<file path="config.mk">
export PLATFORM = sky130hd
export DESIGN_NAME = mem_port_arbiter
export DESIGN_NICKNAME = d
export VERILOG_FILES = /design/src/rtl/mem_port_arbiter_pkg.sv /design/src/rtl/mem_port_arbiter_fetch_hold_buf.sv /design/src/rtl/mem_port_arbiter.sv
export SDC_FILE = /design/constraint.sdc
export NUM_CORES = 1
export LEC_CHECK = 0
export CAP_MARGIN = 20
export CORE_ASPECT_RATIO = 0.75
export CORE_MARGIN = 3
export CORE_UTILIZATION = 30
export CTS_BUF_LIST = sky130_fd_sc_hd__clkbuf_4 sky130_fd_sc_hd__clkbuf_8
export DETAILED_ROUTE_END_ITERATION = 8
export GPL_ROUTABILITY_DRIVEN = 0
export HOLD_SLACK_MARGIN = 0.12
export PLACE_DENSITY = 0.63
export SLEW_MARGIN = 20
export SYNTH_ARGS = -nofsm -noshare
export SYNTH_HDL_FRONTEND = slang
export SYNTH_SLANG_ARGS = --single-unit
</file>
<file path="constraint.sdc">
create_clock -name clk -period 5.1 [get_ports clk]
set_input_delay 0.51 -clock clk [delete_from_list [all_inputs] [get_ports clk]]
set_output_delay 0.51 -clock clk [all_outputs]
set_load 0.1 [all_outputs]
</file>
<file path="src/rtl/mem_port_arbiter_pkg.sv">
// Shared definitions for the unified-memory arbiter: arbiter state encoding
// and the minimum legal memory latency.
package mem_port_arbiter_pkg;

    typedef enum logic [1:0] {
        ARB_IDLE   = 2'd0,
        ARB_BUSY_I = 2'd1,
        ARB_BUSY_D = 2'd2
    } arb_state_e;

    localparam int MEM_LAT_MIN = 1;

endpackage

</file>
<file path="src/rtl/mem_port_arbiter_fetch_hold_buf.sv">
// Holds a completed instruction fetch until the pipeline consumes it, and
// discards fetches that were in flight when a redirect (flush) occurred.
module fetch_hold_buf #(
    parameter int DATA_W = 32
) (
    input  logic              clk,
    input  logic              rst,
    input  logic              busy_fetch_i,
    input  logic              access_done_i,
    input  logic              fetch_done_i,
    input  logic              flush_i,
    input  logic              consume_i,
    input  logic [DATA_W-1:0] rdata_i,
    output logic              hold_o,
    output logic              ready_o,
    output logic [DATA_W-1:0] data_o
);

    logic              hold_q;
    logic              drop_q;
    logic [DATA_W-1:0] data_q;
    logic              capture;

    // A completing fetch is usable only if no redirect touched it.
    assign capture = fetch_done_i & ~drop_q & ~flush_i;

    always_ff @(posedge clk or posedge rst) begin
        if (rst) begin
            hold_q <= 1'b0;
            drop_q <= 1'b0;
            data_q <= '0;
        end else begin
            if (flush_i || consume_i) begin
                hold_q <= 1'b0;
            end else if (capture) begin
                hold_q <= 1'b1;
                data_q <= rdata_i;
            end

            // The discarded access still runs; its marker dies with it.
            if (access_done_i) begin
                drop_q <= 1'b0;
            end else if (flush_i && busy_fetch_i) begin
                drop_q <= 1'b1;
            end
        end
    end

    assign hold_o  = hold_q;
    assign ready_o = hold_q | capture;
    assign data_o  = fetch_done_i ? rdata_i : data_q;

endmodule

</file>
<file path="src/rtl/mem_port_arbiter.sv">
// Single-port memory arbiter for IF and MEM stages: data accesses first,
// fixed-latency sequencing, fetch buffering and pipeline freeze controls.
module mem_port_arbiter
    import mem_port_arbiter_pkg::*;
#(
    parameter int ADDR_W  = 32,
    parameter int DATA_W  = 32,
    parameter int LATENCY = 2
) (
    input  logic              clk,
    input  logic              rst,
    input  logic              i_req,
    input  logic [ADDR_W-1:0] i_addr,
    output logic [DATA_W-1:0] i_rdata,
    output logic              i_ready,
    input  logic              flush,
    input  logic              hz_stall,
    input  logic              d_req,
    input  logic              d_we,
    input  logic [ADDR_W-1:0] d_addr,
    input  logic [DATA_W-1:0] d_wdata,
    output logic [DATA_W-1:0] d_rdata,
    output logic              d_ready,
    output logic              mem_en,
    output logic              mem_we,
    output logic [ADDR_W-1:0] mem_addr,
    output logic [DATA_W-1:0] mem_wdata,
    input  logic [DATA_W-1:0] mem_rdata,
    output logic              PCwrite,
    output logic              if_id_write,
    output logic              mem_stall
);

    localparam int              CNT_W    = (LATENCY > 1) ? $clog2(LATENCY) : 1;
    localparam logic [CNT_W-1:0] CNT_INIT = CNT_W'(LATENCY - 1);

    generate
        if (LATENCY < MEM_LAT_MIN) begin : g_lat_check
            $error("mem_port_arbiter: LATENCY must be at least MEM_LAT_MIN");
        end
    endgenerate

    arb_state_e        state_q;
    logic [CNT_W-1:0]  cnt_q;
    logic [ADDR_W-1:0] addr_q;
    logic              we_q;
    logic [DATA_W-1:0] wdata_q;
    logic [DATA_W-1:0] d_rdata_q;

    logic busy;
    logic access_done;
    logic data_done;
    logic fetch_done;
    logic hold;
    logic pc_write;

    assign busy        = (state_q != ARB_IDLE);
    assign access_done = busy && (cnt_q == '0);
    assign data_done   = (state_q == ARB_BUSY_D) && access_done;
    assign fetch_done  = (state_q == ARB_BUSY_I) && access_done;

    always_ff @(posedge clk or posedge rst) begin
        if (rst) begin
            state_q   <= ARB_IDLE;
            cnt_q     <= '0;
            addr_q    <= '0;
            we_q      <= 1'b0;
            wdata_q   <= '0;
            d_rdata_q <= '0;
        end else begin
            case (state_q)
                ARB_IDLE: begin
                    if (d_req) begin
                        state_q <= ARB_BUSY_D;
                        cnt_q   <= CNT_INIT;
                        addr_q  <= d_addr;
                        we_q    <= d_we;
                        wdata_q <= d_wdata;
                    end else if (i_req && !hold) begin
                        state_q <= ARB_BUSY_I;
                        cnt_q   <= CNT_INIT;
                        addr_q  <= i_addr;
                        we_q    <= 1'b0;
                        wdata_q <= '0;
                    end
                end
                ARB_BUSY_I, ARB_BUSY_D: begin
                    if (cnt_q == '0) begin
                        state_q <= ARB_IDLE;
                    end else begin
                        cnt_q <= cnt_q - 1'b1;
                    end
                end
                default: state_q <= ARB_IDLE;
            endcase

            if (data_done) begin
                d_rdata_q <= mem_rdata;
            end
        end
    end

    // Memory port is a pure function of registered state, so reset drops it at once.
    assign mem_en    = busy;
    assign mem_we    = (state_q == ARB_BUSY_D) && we_q;
    assign mem_addr  = addr_q;
    assign mem_wdata = wdata_q;

    assign d_ready = data_done;
    assign d_rdata = data_done ? mem_rdata : d_rdata_q;

    fetch_hold_buf #(
        .DATA_W(DATA_W)
    ) u_fetch_hold_buf (
        .clk          (clk),
        .rst          (rst),
        .busy_fetch_i (state_q == ARB_BUSY_I),
        .access_done_i(access_done),
        .fetch_done_i (fetch_done),
        .flush_i      (flush),
        .consume_i    (pc_write),
        .rdata_i      (mem_rdata),
        .hold_o       (hold),
        .ready_o      (i_ready),
        .data_o       (i_rdata)
    );

    assign mem_stall   = d_req & ~d_ready;
    assign pc_write    = i_ready & ~mem_stall & ~hz_stall & ~flush;
    assign PCwrite     = pc_write;
    assign if_id_write = pc_write;

endmodule

</file>
# Yosys cells after proc, flatten, opt, wreduce, memory -nomap -nowiden
# Cells that the tools add are included.
# classes
addsub	1
n_eq_ne	4
muxes	20
bitwise	14
n_reduce_logical	19
# op_table
operator	count
two-way mux 32 bit	6
nonzero test 2 bit	5
two-way mux 1 bit	9
AND reduction 2 bit	4
inverter 1 bit	7
AND 1 bit	6
logical AND 1 bit	6
two-way mux 2 bit	3
one-hot mux 2 bit (2 select lines)	1
inequality test 3 bit (second input constant)	1
equality test 2 x 1 -> 1 bit (second input constant)	1
equality test 2 bit (second input constant)	1
logical NOT 2 bit	1
inequality test 2 bit (second input constant)	1
one-hot mux 1 bit (2 select lines)	1
OR reduction 2 bit	1
logical NOT 1 bit	1
logical OR 1 bit	1
OR 1 bit	1
subtractor 1 bit (second input constant)	1
# totals
ff_bits	134
output_inout_bits	135

# Logic depth before layout (Yosys ltp)
# Gate-level depths: netlist of run 1.
# logic_depth
word_depth	12
ltp_mapped	7

# Cells and area by module
# A second synthesis of run 1 with hierarchy kept.
# unflattened
cells_unflattened	389
area_unflattened_um2	5929.4
# by_module_without_submodules
mod	n_inst	cells_each	area_each_um2
mem_port_arbiter	1	276	4242.8
fetch_hold_buf	1	113	1686.6

# Worst setup path before layout of run 1
# Ideal clock, no wire load.
# synth_timing
path_kind	register to output
start	register state_q[0]
end	output if_id_write
arrival_time_ps	4583
required_ps	4590
slack_ps	7
path_stages_with_launch	8
cell_sequence	dfrtp_1 > inv_1 > ha_1 > or3b_1 > buf_2 > and2_1 > nor3_1 > buf_4
# synth_between
elab_chain_cells	9
# synth_lines
item	line_no	text
from (decl)	mem_port_arbiter.sv:43	arb_state_e state_q;
from (signal assigned)	mem_port_arbiter.sv:64	state_q <= ARB_IDLE;
from (signal assigned)	mem_port_arbiter.sv:74	state_q <= ARB_BUSY_D;
from (signal assigned)	mem_port_arbiter.sv:80	state_q <= ARB_BUSY_I;
nonzero test 2 bit	mem_port_arbiter.sv:57	assign busy = (state_q != ARB_IDLE);
logical AND 1 bit	mem_port_arbiter.sv:58	assign access_done = busy && (cnt_q == '0);
logical AND 1 bit *	mem_port_arbiter.sv:59	assign data_done = (state_q == ARB_BUSY_D) && access_done;
inverter 1 bit *	mem_port_arbiter.sv:128	assign mem_stall = d_req & ~d_ready;
AND 1 bit *	mem_port_arbiter.sv:128	
via mem_stall	mem_port_arbiter.sv:31	output logic mem_stall
inverter 1 bit *	mem_port_arbiter.sv:129	assign pc_write = i_ready & ~mem_stall & ~hz_stall & ~flush;
AND 1 bit * (3 in series)	mem_port_arbiter.sv:129	
to (decl)	mem_port_arbiter.sv:30	output logic if_id_write,
# The timed path passes the listed nets; every way through them passes the cells marked *.

# Final worst setup path of run 1
# layout_timing
start	register state_q[0]
end	output i_rdata[14]
# layout_between
elab_chain_cells	4
# layout_lines
item	line_no	text
nonzero test 2 bit	mem_port_arbiter.sv:57	
logical AND 1 bit	mem_port_arbiter.sv:58	
logical AND 1 bit *	mem_port_arbiter.sv:60	assign fetch_done = (state_q == ARB_BUSY_I) && access_done;
two-way mux 32 bit *	mem_port_arbiter_fetch_hold_buf.sv:51	assign data_o = fetch_done_i ? rdata_i : data_q;
to (decl)	mem_port_arbiter.sv:14	output logic [DATA_W-1:0] i_rdata,
# Every way passes the cells marked *; elsewhere a longest branch is shown, timed or not.

==> results of run 1 <==
stage by stage:
step                setup WS (ps)  area (um^2)  hold WS (ps)    util  instances
finish                      939.7         9229         451.5  0.4749        927
CTS                         851.3         9201         398.1  0.4735        926
detailed placement           1366         8803         486.0  0.4530        894
global placement             1424         8803         477.3  0.4530        894
global route                721.0         9229         465.8  0.4749        927
floorplan                   7.208         5976         465.2       -        391
layout make-up:
class	instances	share of cell area
clock inverter	13	0.01613
tap	253	0.03430
sequential	134	0.3633
timing repair buffer	278	0.2912
clock buffer	19	0.02698
multi-input combinational	224	0.2650
inverter	6	0.002983
how the worst min path moves through the flow:
stage	cells after the start	to	slack (ps)	start
after floorplan	1	we_q	470	we_q
after global placement	1	d_rdata_q[7]	480	d_rdata_q[7]
after detailed placement	1	we_q	490	we_q
after CTS	3	u_fetch_hold_buf.hold_o	400	d_req
after global routing	3	u_fetch_hold_buf.hold_o	470	d_req
final	3	u_fetch_hold_buf.hold_o	450	d_req
logic make-up (layout without fill, tap and decap cells):
| family | count (synthesis) | count (layout) | synth area share |
|---|---|---|---|
| AOI/OAI and AO/OA | 45 | 45 | 0.06365 |
| adders and majority gates | 3 | 3 | 0.006282 |
| buffers and inverters | 33 | 316 | 0.03141 |
| DFF | 134 | 134 | 0.5611 |
| muxes | 160 | 160 | 0.3204 |
| and+or+nand+nor | 16 | 16 | 0.01717 |
cells in the final DEF, fill, tap and decap left out:
cell type,count
sky130_fd_sc_hd__buf_2,1
sky130_fd_sc_hd__clkinvlp_4,3
sky130_fd_sc_hd__nor3b_4,1
sky130_fd_sc_hd__clkbuf_4,2
sky130_fd_sc_hd__o21ai_4,1
sky130_fd_sc_hd__mux2_4,30
sky130_fd_sc_hd__o21a_1,1
sky130_fd_sc_hd__clkbuf_8,17
sky130_fd_sc_hd__dfrtp_1,134
sky130_fd_sc_hd__clkinv_4,4
sky130_fd_sc_hd__nor4b_1,1
sky130_fd_sc_hd__nand2b_1,1
sky130_fd_sc_hd__a21oi_1,4
sky130_fd_sc_hd__buf_16,1
sky130_fd_sc_hd__nor2_1,4
sky130_fd_sc_hd__and2_1,3
sky130_fd_sc_hd__o21bai_1,1
sky130_fd_sc_hd__bufinv_16,2
sky130_fd_sc_hd__buf_4,43
sky130_fd_sc_hd__o32ai_1,1
sky130_fd_sc_hd__inv_6,4
sky130_fd_sc_hd__o211ai_4,1
sky130_fd_sc_hd__or3b_1,1
sky130_fd_sc_hd__nor3_1,2
sky130_fd_sc_hd__nor2b_1,2
sky130_fd_sc_hd__inv_1,5
sky130_fd_sc_hd__mux2_2,130
sky130_fd_sc_hd__clkdlybuf4s50_1,233
sky130_fd_sc_hd__a22o_1,34
sky130_fd_sc_hd__clkinv_2,1
sky130_fd_sc_hd__o21ai_0,1
sky130_fd_sc_hd__ha_1,3
sky130_fd_sc_hd__a21o_1,1
sky130_fd_sc_hd__nand2_1,1
Yosys cell counts (2+ instances only):
cell                       number  share of area
sky130_fd_sc_hd__nor2b_1        2         0.0021
sky130_fd_sc_hd__mux2_2       130           0.24
sky130_fd_sc_hd__buf_6          6          0.011
sky130_fd_sc_hd__a22o_1        34          0.050
sky130_fd_sc_hd__buf_2         12          0.010
sky130_fd_sc_hd__clkbuf_1       4         0.0025
sky130_fd_sc_hd__dfrtp_1      134           0.56
sky130_fd_sc_hd__inv_1          6         0.0038
sky130_fd_sc_hd__o21ai_0        2         0.0017
sky130_fd_sc_hd__and2_1         3         0.0031
sky130_fd_sc_hd__mux2_4        30          0.075
sky130_fd_sc_hd__buf_1          4         0.0025
sky130_fd_sc_hd__nor2_1         4         0.0025
sky130_fd_sc_hd__nor3_1         2         0.0017
sky130_fd_sc_hd__a21oi_1        4         0.0034
sky130_fd_sc_hd__ha_1           3         0.0063
layer usage:
metal | GRT usage | part of all wire | vias up
met5 | 0 | 0 | -
met4 | 0.03340 | 0.0070 | 0
met3 | 0.07460 | 0.10 | 7
met2 | 0.2441 | 0.46 | 183
met1 | 0.1965 | 0.43 | 2069
li1 | - | - | 1958
state kept, by name (all words and copies together), names as in the netlist:
name                     count
u_fetch_hold_buf.hold_o      1
state_q                      2
u_fetch_hold_buf.data_q     32
d_rdata_q                   32
cnt_q                        1
u_fetch_hold_buf.drop_q      1
mem_wdata                   32
we_q                         1
mem_addr                    32
worst register-to-register path, cell delays in order (launching register included):
cell,delay [ps]
sky130_fd_sc_hd__dfrtp_1,380
sky130_fd_sc_hd__inv_1,70
sky130_fd_sc_hd__ha_1,330
sky130_fd_sc_hd__nor3b_4,770
sky130_fd_sc_hd__o211ai_4,560
sky130_fd_sc_hd__buf_4,420
sky130_fd_sc_hd__mux2_4,320
==> load_flow_metrics.sql, run 1 <==
INSERT INTO impl_metrics (metric_group, metric, value, unit) VALUES
('floorplanning', 'num_io_pins', '270', ''),
('setup_path', 'worst-path-buf-inv', '3', ''),
('floorplanning', 'std_cell_rows', '44', ''),
('synth', 'postSynth.topFlopCell', 'sky130_fd_sc_hd__dfrtp_1', ''),
('setup_path', 'cpLargestDelayFamily', 'buffers and inverters', ''),
('synth', 'syn_area_per_cell', '15.28', 'um^2'),
('clocking', 'clk_pin_slew', '80', 'ps'),
('timing', 'fin_setup_tns', '0', 'ps'),
('setup_path', 'cp_slowest_stage_delay', '970', 'ps'),
('setup_path', 'critical_path_depth', '6', ''),
('synth', 'yosysWarningCount', '0', ''),
('setup_path', 'critPathRequiredTime', '4590', 'ps'),
('floorplanning', 'chipWidth', '169.0', 'um'),
('cells_and_area', 'seq_area', '3353', 'um^2'),
('detailed_routing', 'firstDrtPassIters', '4', ''),
('timing', 'final.period_utilization', '0.8157', ''),
('setup_path', 'critical_path_arrival', '3650', 'ps'),
('floorplanning', 'core-area', '19430', 'um^2'),
('detailed_routing', 'routed_via_density', '4.549', ''),
('global_route', 'globalRoute.totalOverflow', '0', ''),
('detailed_routing', 'routedWlPerCell', '17.88', 'um'),
('timing', 'max_slew_margin', '0.2923', ''),
('timing', 'finalSetupViolations', '0', ''),
('clocking', 'postCtsHoldBufs', '0', ''),
('detailed_routing', 'wirelength', '16570', 'um'),
('detailed_routing', 'vias', '4217', ''),
('clocking', 'tritoncts.num_buffers', '17', ''),
('floorplanning', 'dieArea', '21670', 'um^2'),
('clocking', 'cts_root_buffer', 'sky130_fd_sc_hd__clkbuf_8', ''),
('setup_path', 'worstSetupEndpoint', 'i_rdata[14]', ''),
('synth', 'synth-edff-count', '0', ''),
('synth', 'syn-num-nets', '529', ''),
('clocking', 'clock_sinks', '134', ''),
('global_route', 'antenna_found_initial', '0', ''),
('cells_and_area', 'finish.net_count', '799', ''),
('setup_path', 'r2r_end', 'u_fetch_hold_buf.data_q[24]', ''),
('timing', 'timing.clock.skew', '8.415', 'ps'),
('synth', 'synth_sequential_area_ratio', '0.5611', ''),
('timing', 'fmax', '240.4', 'MHz'),
('floorplanning', 'start_util', '0.3075', ''),
('setup_path', 'r2r.worst_path.cells', '6', ''),
('placed_design', 'detailed_place_hpwl', '12100', 'um'),
('global_route', 'via_count_of_the_first_global_routing_pass', '4773', ''),
('clocking', 'cts_resized', '0', ''),
('clocking', 'clock_latency', '430', 'ps'),
('global_route', 'globalRouteTotalUtil', '0.1555', ''),
('worst_hold_path', 'hold_path_class', 'primary input to flip-flop', ''),
('setup_path', 'setup_slack_of_the_worst_register_to_register_path', '2140', 'ps'),
('setup_path', 'critical_path.endpoint_type', 'output pin', ''),
('setup_path', 'crit_path_start_kind', 'flip-flop', ''),
('flow_run', 'max_cap_violations', '0', ''),
('clocking', 'maximum_buffer_depth_of_the_clock_tree', '2', ''),
('cells_and_area', 'layout-drive-gt1-share', '0.3576', ''),
('clocking', 'tritoncts', 'done', ''),
('synth', 'synth-async-reset-ratio', '1.000', ''),
('synth', 'synth.cell_area', '5976', 'um^2'),
('cells_and_area', 'insertedDiodeCount', '0', ''),
('detailed_routing', 'dr.first_iter.drc_count', '148', ''),
('cells_and_area', 'num-fill-cells', '1737', ''),
('setup_path', 'critPathSlowestCell', 'sky130_fd_sc_hd__clkdlybuf4s50_1', ''),
('timing', 'report.final.hold_viol_count', '0', ''),
('setup_path', 'worst_setup_path_startpoint', 'state_q[0]', ''),
('timing', 'unrepaired_setup_endpoints_after_global_routing', 'false', ''),
('timing', 'worst-slew-pin-transition', '1057', 'ps'),
('timing', 'timing.final.max_slew_violations', '0', ''),
('cells_and_area', 'multi_input_comb_area', '2446', 'um^2'),
('synth', 'yosysUniqueCellTypes', '27', ''),
('placed_design', 'io_buffers', '269', ''),
('detailed_routing', 'route.detailed.drc', '0', ''),
('clocking', 'h-tree-depth', '4', ''),
('setup_path', 'crit-reg2reg-launch', 'state_q[0]', ''),
('setup_path', 'worstPathMaxFanout', '13', ''),
('run_status', 'outcome', 'finished, final reports clean', ''),
('synth', 'synthesis.instances', '391', ''),
('detailed_routing', 'ant_nets', '0', ''),
('global_route', 'maximum_number_of_pins_on_one_net_before_global_route_repair', '84', ''),
('timing', 'timing.final.crit_period', '4160', 'ps'),
('setup_path', 'worstPathCellList', 'inv_1, ha_1, nor3b_4, buf_4, mux2_2, clkdlybuf4s50_1', ''),
('setup_path', 'crit_type', 'flip-flop to output pin', ''),
('global_route', 'grt_first_pass_wirelength', '26250', 'um'),
('cells_and_area', 'layout-area-overhead-vs-synth', '54.44', '%'),
('clocking', 'cts_setup_buffers', '0', ''),
('floorplanning', 'dieHeight', '128.2', 'um'),
('synth', 'synth_seq_cells', '134', '');
Power of run 1 is left out: the tool's default activity adds up to more than one toggle a clock period on the data nets, which glitch-free logic cannot reach.
==> inputs of run 2 (changes only) <==
Clock period 5.1 ns to 4.2 ns, I/O delays scaled along.
==> run 2 against run 1 <==
- core utilization decreased by 0.37 points
- hold slack better by 48 ps
- via count up 0.21%
- worst setup slack worse by 330 ps
- flip-flop and latch count stayed put
- wire length fell by 0.11%
- global-route usage shrank 0.098 points
- critical path type unchanged
- first-iteration DRC count shrank 24%
- critical endpoint is now d_rdata[13]
- die area did not move
- register-to-register slack got worse by 550 ps
- sequential share of layout area up 0.29 points
- critical path depth is the same
==> load_flow_metrics.sql, run 2 (synthesized netlist as in run 1, its figures left out) <==
INSERT INTO impl_metrics (metric_group, metric, value, unit) VALUES
('run_status', 'outcome', 'finished, final reports clean', ''),
('clocking', 'cts_root_buffer', 'sky130_fd_sc_hd__clkbuf_8', ''),
('cells_and_area', 'finish.net_count', '797', ''),
('setup_path', 'crit_type', 'flip-flop to output pin', ''),
('timing', 'report.final.hold_viol_count', '0', ''),
('detailed_routing', 'route.detailed.drc', '0', ''),
('worst_hold_path', 'min_path_cells', '1', ''),
('detailed_routing', 'dr.first_iter.drc_count', '113', ''),
('global_route', 'via_count_of_the_first_global_routing_pass', '4682', ''),
('timing', 'unrepaired_setup_endpoints_after_global_routing', 'false', ''),
('setup_path', 'critical_path_arrival', '3170', 'ps'),
('setup_path', 'crit_path_start_kind', 'flip-flop', ''),
('floorplanning', 'chipWidth', '169.0', 'um'),
('global_route', 'maximum_number_of_pins_on_one_net_before_global_route_repair', '108', ''),
('timing', 'timing.clock.skew', '11.91', 'ps'),
('timing', 'worst-slew-pin-transition', '1045', 'ps'),
('timing', 'fmax', '278.2', 'MHz'),
('timing', 'finalSetupViolations', '0', ''),
('setup_path', 'r2r.worst_path.cells', '5', ''),
('floorplanning', 'start_util', '0.3075', ''),
('setup_path', 'critical_path.endpoint_type', 'output pin', ''),
('clocking', 'maximum_buffer_depth_of_the_clock_tree', '2', ''),
('detailed_routing', 'wirelength', '16550', 'um'),
('placed_design', 'io_buffers', '269', ''),
('floorplanning', 'dieArea', '21670', 'um^2'),
('timing', 'timing.final.max_slew_violations', '0', ''),
('clocking', 'cts_setup_buffers', '0', ''),
('cells_and_area', 'insertedDiodeCount', '0', ''),
('timing', 'fin_setup_tns', '0', 'ps'),
('detailed_routing', 'routedWlPerCell', '17.90', 'um'),
('setup_path', 'critPathRequiredTime', '3780', 'ps'),
('clocking', 'tritoncts', 'done', ''),
('clocking', 'clk_pin_slew', '80', 'ps'),
('detailed_routing', 'ant_nets', '0', ''),
('cells_and_area', 'layout.cells.most_common', 'sky130_fd_sc_hd__clkdlybuf4s50_1', ''),
('global_route', 'globalRouteTotalUtil', '0.1545', ''),
('cells_and_area', 'num-fill-cells', '1733', ''),
('floorplanning', 'dieHeight', '128.2', 'um'),
('floorplanning', 'num_io_pins', '270', ''),
('flow_run', 'max_cap_violations', '0', ''),
('clocking', 'clock_sinks', '134', ''),
('clocking', 'clock_latency', '440', 'ps'),
('detailed_routing', 'routed_via_density', '4.569', ''),
('clocking', 'h-tree-depth', '4', ''),
('clocking', 'tritoncts.num_buffers', '17', ''),
('global_route', 'globalRoute.totalOverflow', '0', ''),
('global_route', 'grt_first_pass_wirelength', '26210', 'um'),
('detailed_routing', 'vias', '4226', ''),
('global_route', 'antenna_found_initial', '0', ''),
('clocking', 'cts_resized', '0', ''),
('timing', 'max_slew_margin', '0.3011', ''),
('floorplanning', 'std_cell_rows', '44', ''),
('floorplanning', 'core-area', '19430', 'um^2'),
('setup_path', 'worstPathMaxFanout', '22', ''),
('clocking', 'postCtsHoldBufs', '0', ''),
('cells_and_area', 'mostFrequentLayoutCells', 'sky130_fd_sc_hd__clkdlybuf4s50_1, sky130_fd_sc_hd__dfrtp_1, sky130_fd_sc_hd__mux2_2, sky130_fd_sc_hd__buf_4, sky130_fd_sc_hd__a22o_1', ''),
('placed_design', 'detailed_place_hpwl', '11950', 'um'),
('cells_and_area', 'layout-drive-gt1-share', '0.4077', ''),
('detailed_routing', 'firstDrtPassIters', '4', ''),
('timing', 'timing.final.crit_period', '3594', 'ps'),
('worst_hold_path', 'hold_path_class', 'flip-flop to flip-flop', ''),
('timing', 'final.period_utilization', '0.8558', ''),
('cells_and_area', 'layout-area-overhead-vs-synth', '53.22', '%');
[run 2: path summary, 6_finish.rpt]
path	start	end	slack, ps
min in group asynchronous	rst	d_rdata_q[28]	520
max in group asynchronous	rst	mem_addr[25]	2940
max	state_q[1]	d_rdata[13]	610
max reg2reg	state_q[1]	d_rdata_q[13]	1590
min reg2reg	d_rdata_q[9]	d_rdata_q[9]	500
min	d_rdata_q[9]	d_rdata_q[9]	500
[run 2: through the flow]
step / instance area (um^2) / util / worst slack, ps / hold slack (ps) / std cells
after floorplan: 5981 / - / 164.3 / 465.2 / 391
after global placement: 8728 / 0.4491 / 1153 / 482.7 / 893
after detailed placement: 8728 / 0.4491 / 1036 / 483.9 / 893
after CTS: 9154 / 0.4710 / 538.5 / 505.3 / 925
after global routing: 9156 / 0.4712 / 380.4 / 516.5 / 925
final: 9156 / 0.4712 / 605.6 / 499.4 / 925
[run 2: critical path, stage by stage, from the launching register on]
cell	delay, ps
sky130_fd_sc_hd__dfrtp_1	410
sky130_fd_sc_hd__inv_1	90
sky130_fd_sc_hd__ha_1	380
sky130_fd_sc_hd__or3b_1	860
sky130_fd_sc_hd__buf_4	370
sky130_fd_sc_hd__mux2_2	380
sky130_fd_sc_hd__buf_4	240
[run 2: area by class of cell]
| class | instances | area [um^2] | area share |
|---|---|---|---|
| clock buffers | 21 | 276.5 | 0.03020 |
| clock inverters | 11 | 148.9 | 0.01626 |
| inverters | 6 | 30.03 | 0.003280 |
| multi-input cells | 224 | 2451 | 0.2677 |
| flip-flops and latches | 134 | 3353 | 0.3662 |
| well taps | 253 | 316.6 | 0.03457 |
| repair buffers | 276 | 2580 | 0.2818 |
[run 2: metal layers]
metal  vias to the layer above  part of all wire  track usage
met5                         -                 0            0
met4                         0            0.0085      0.04008
met3                        10              0.11      0.07583
met2                       181              0.46       0.2417
met1                      2078              0.42       0.1919
li1                       1957                 -            -
Power of run 2 is left out for the same reason.
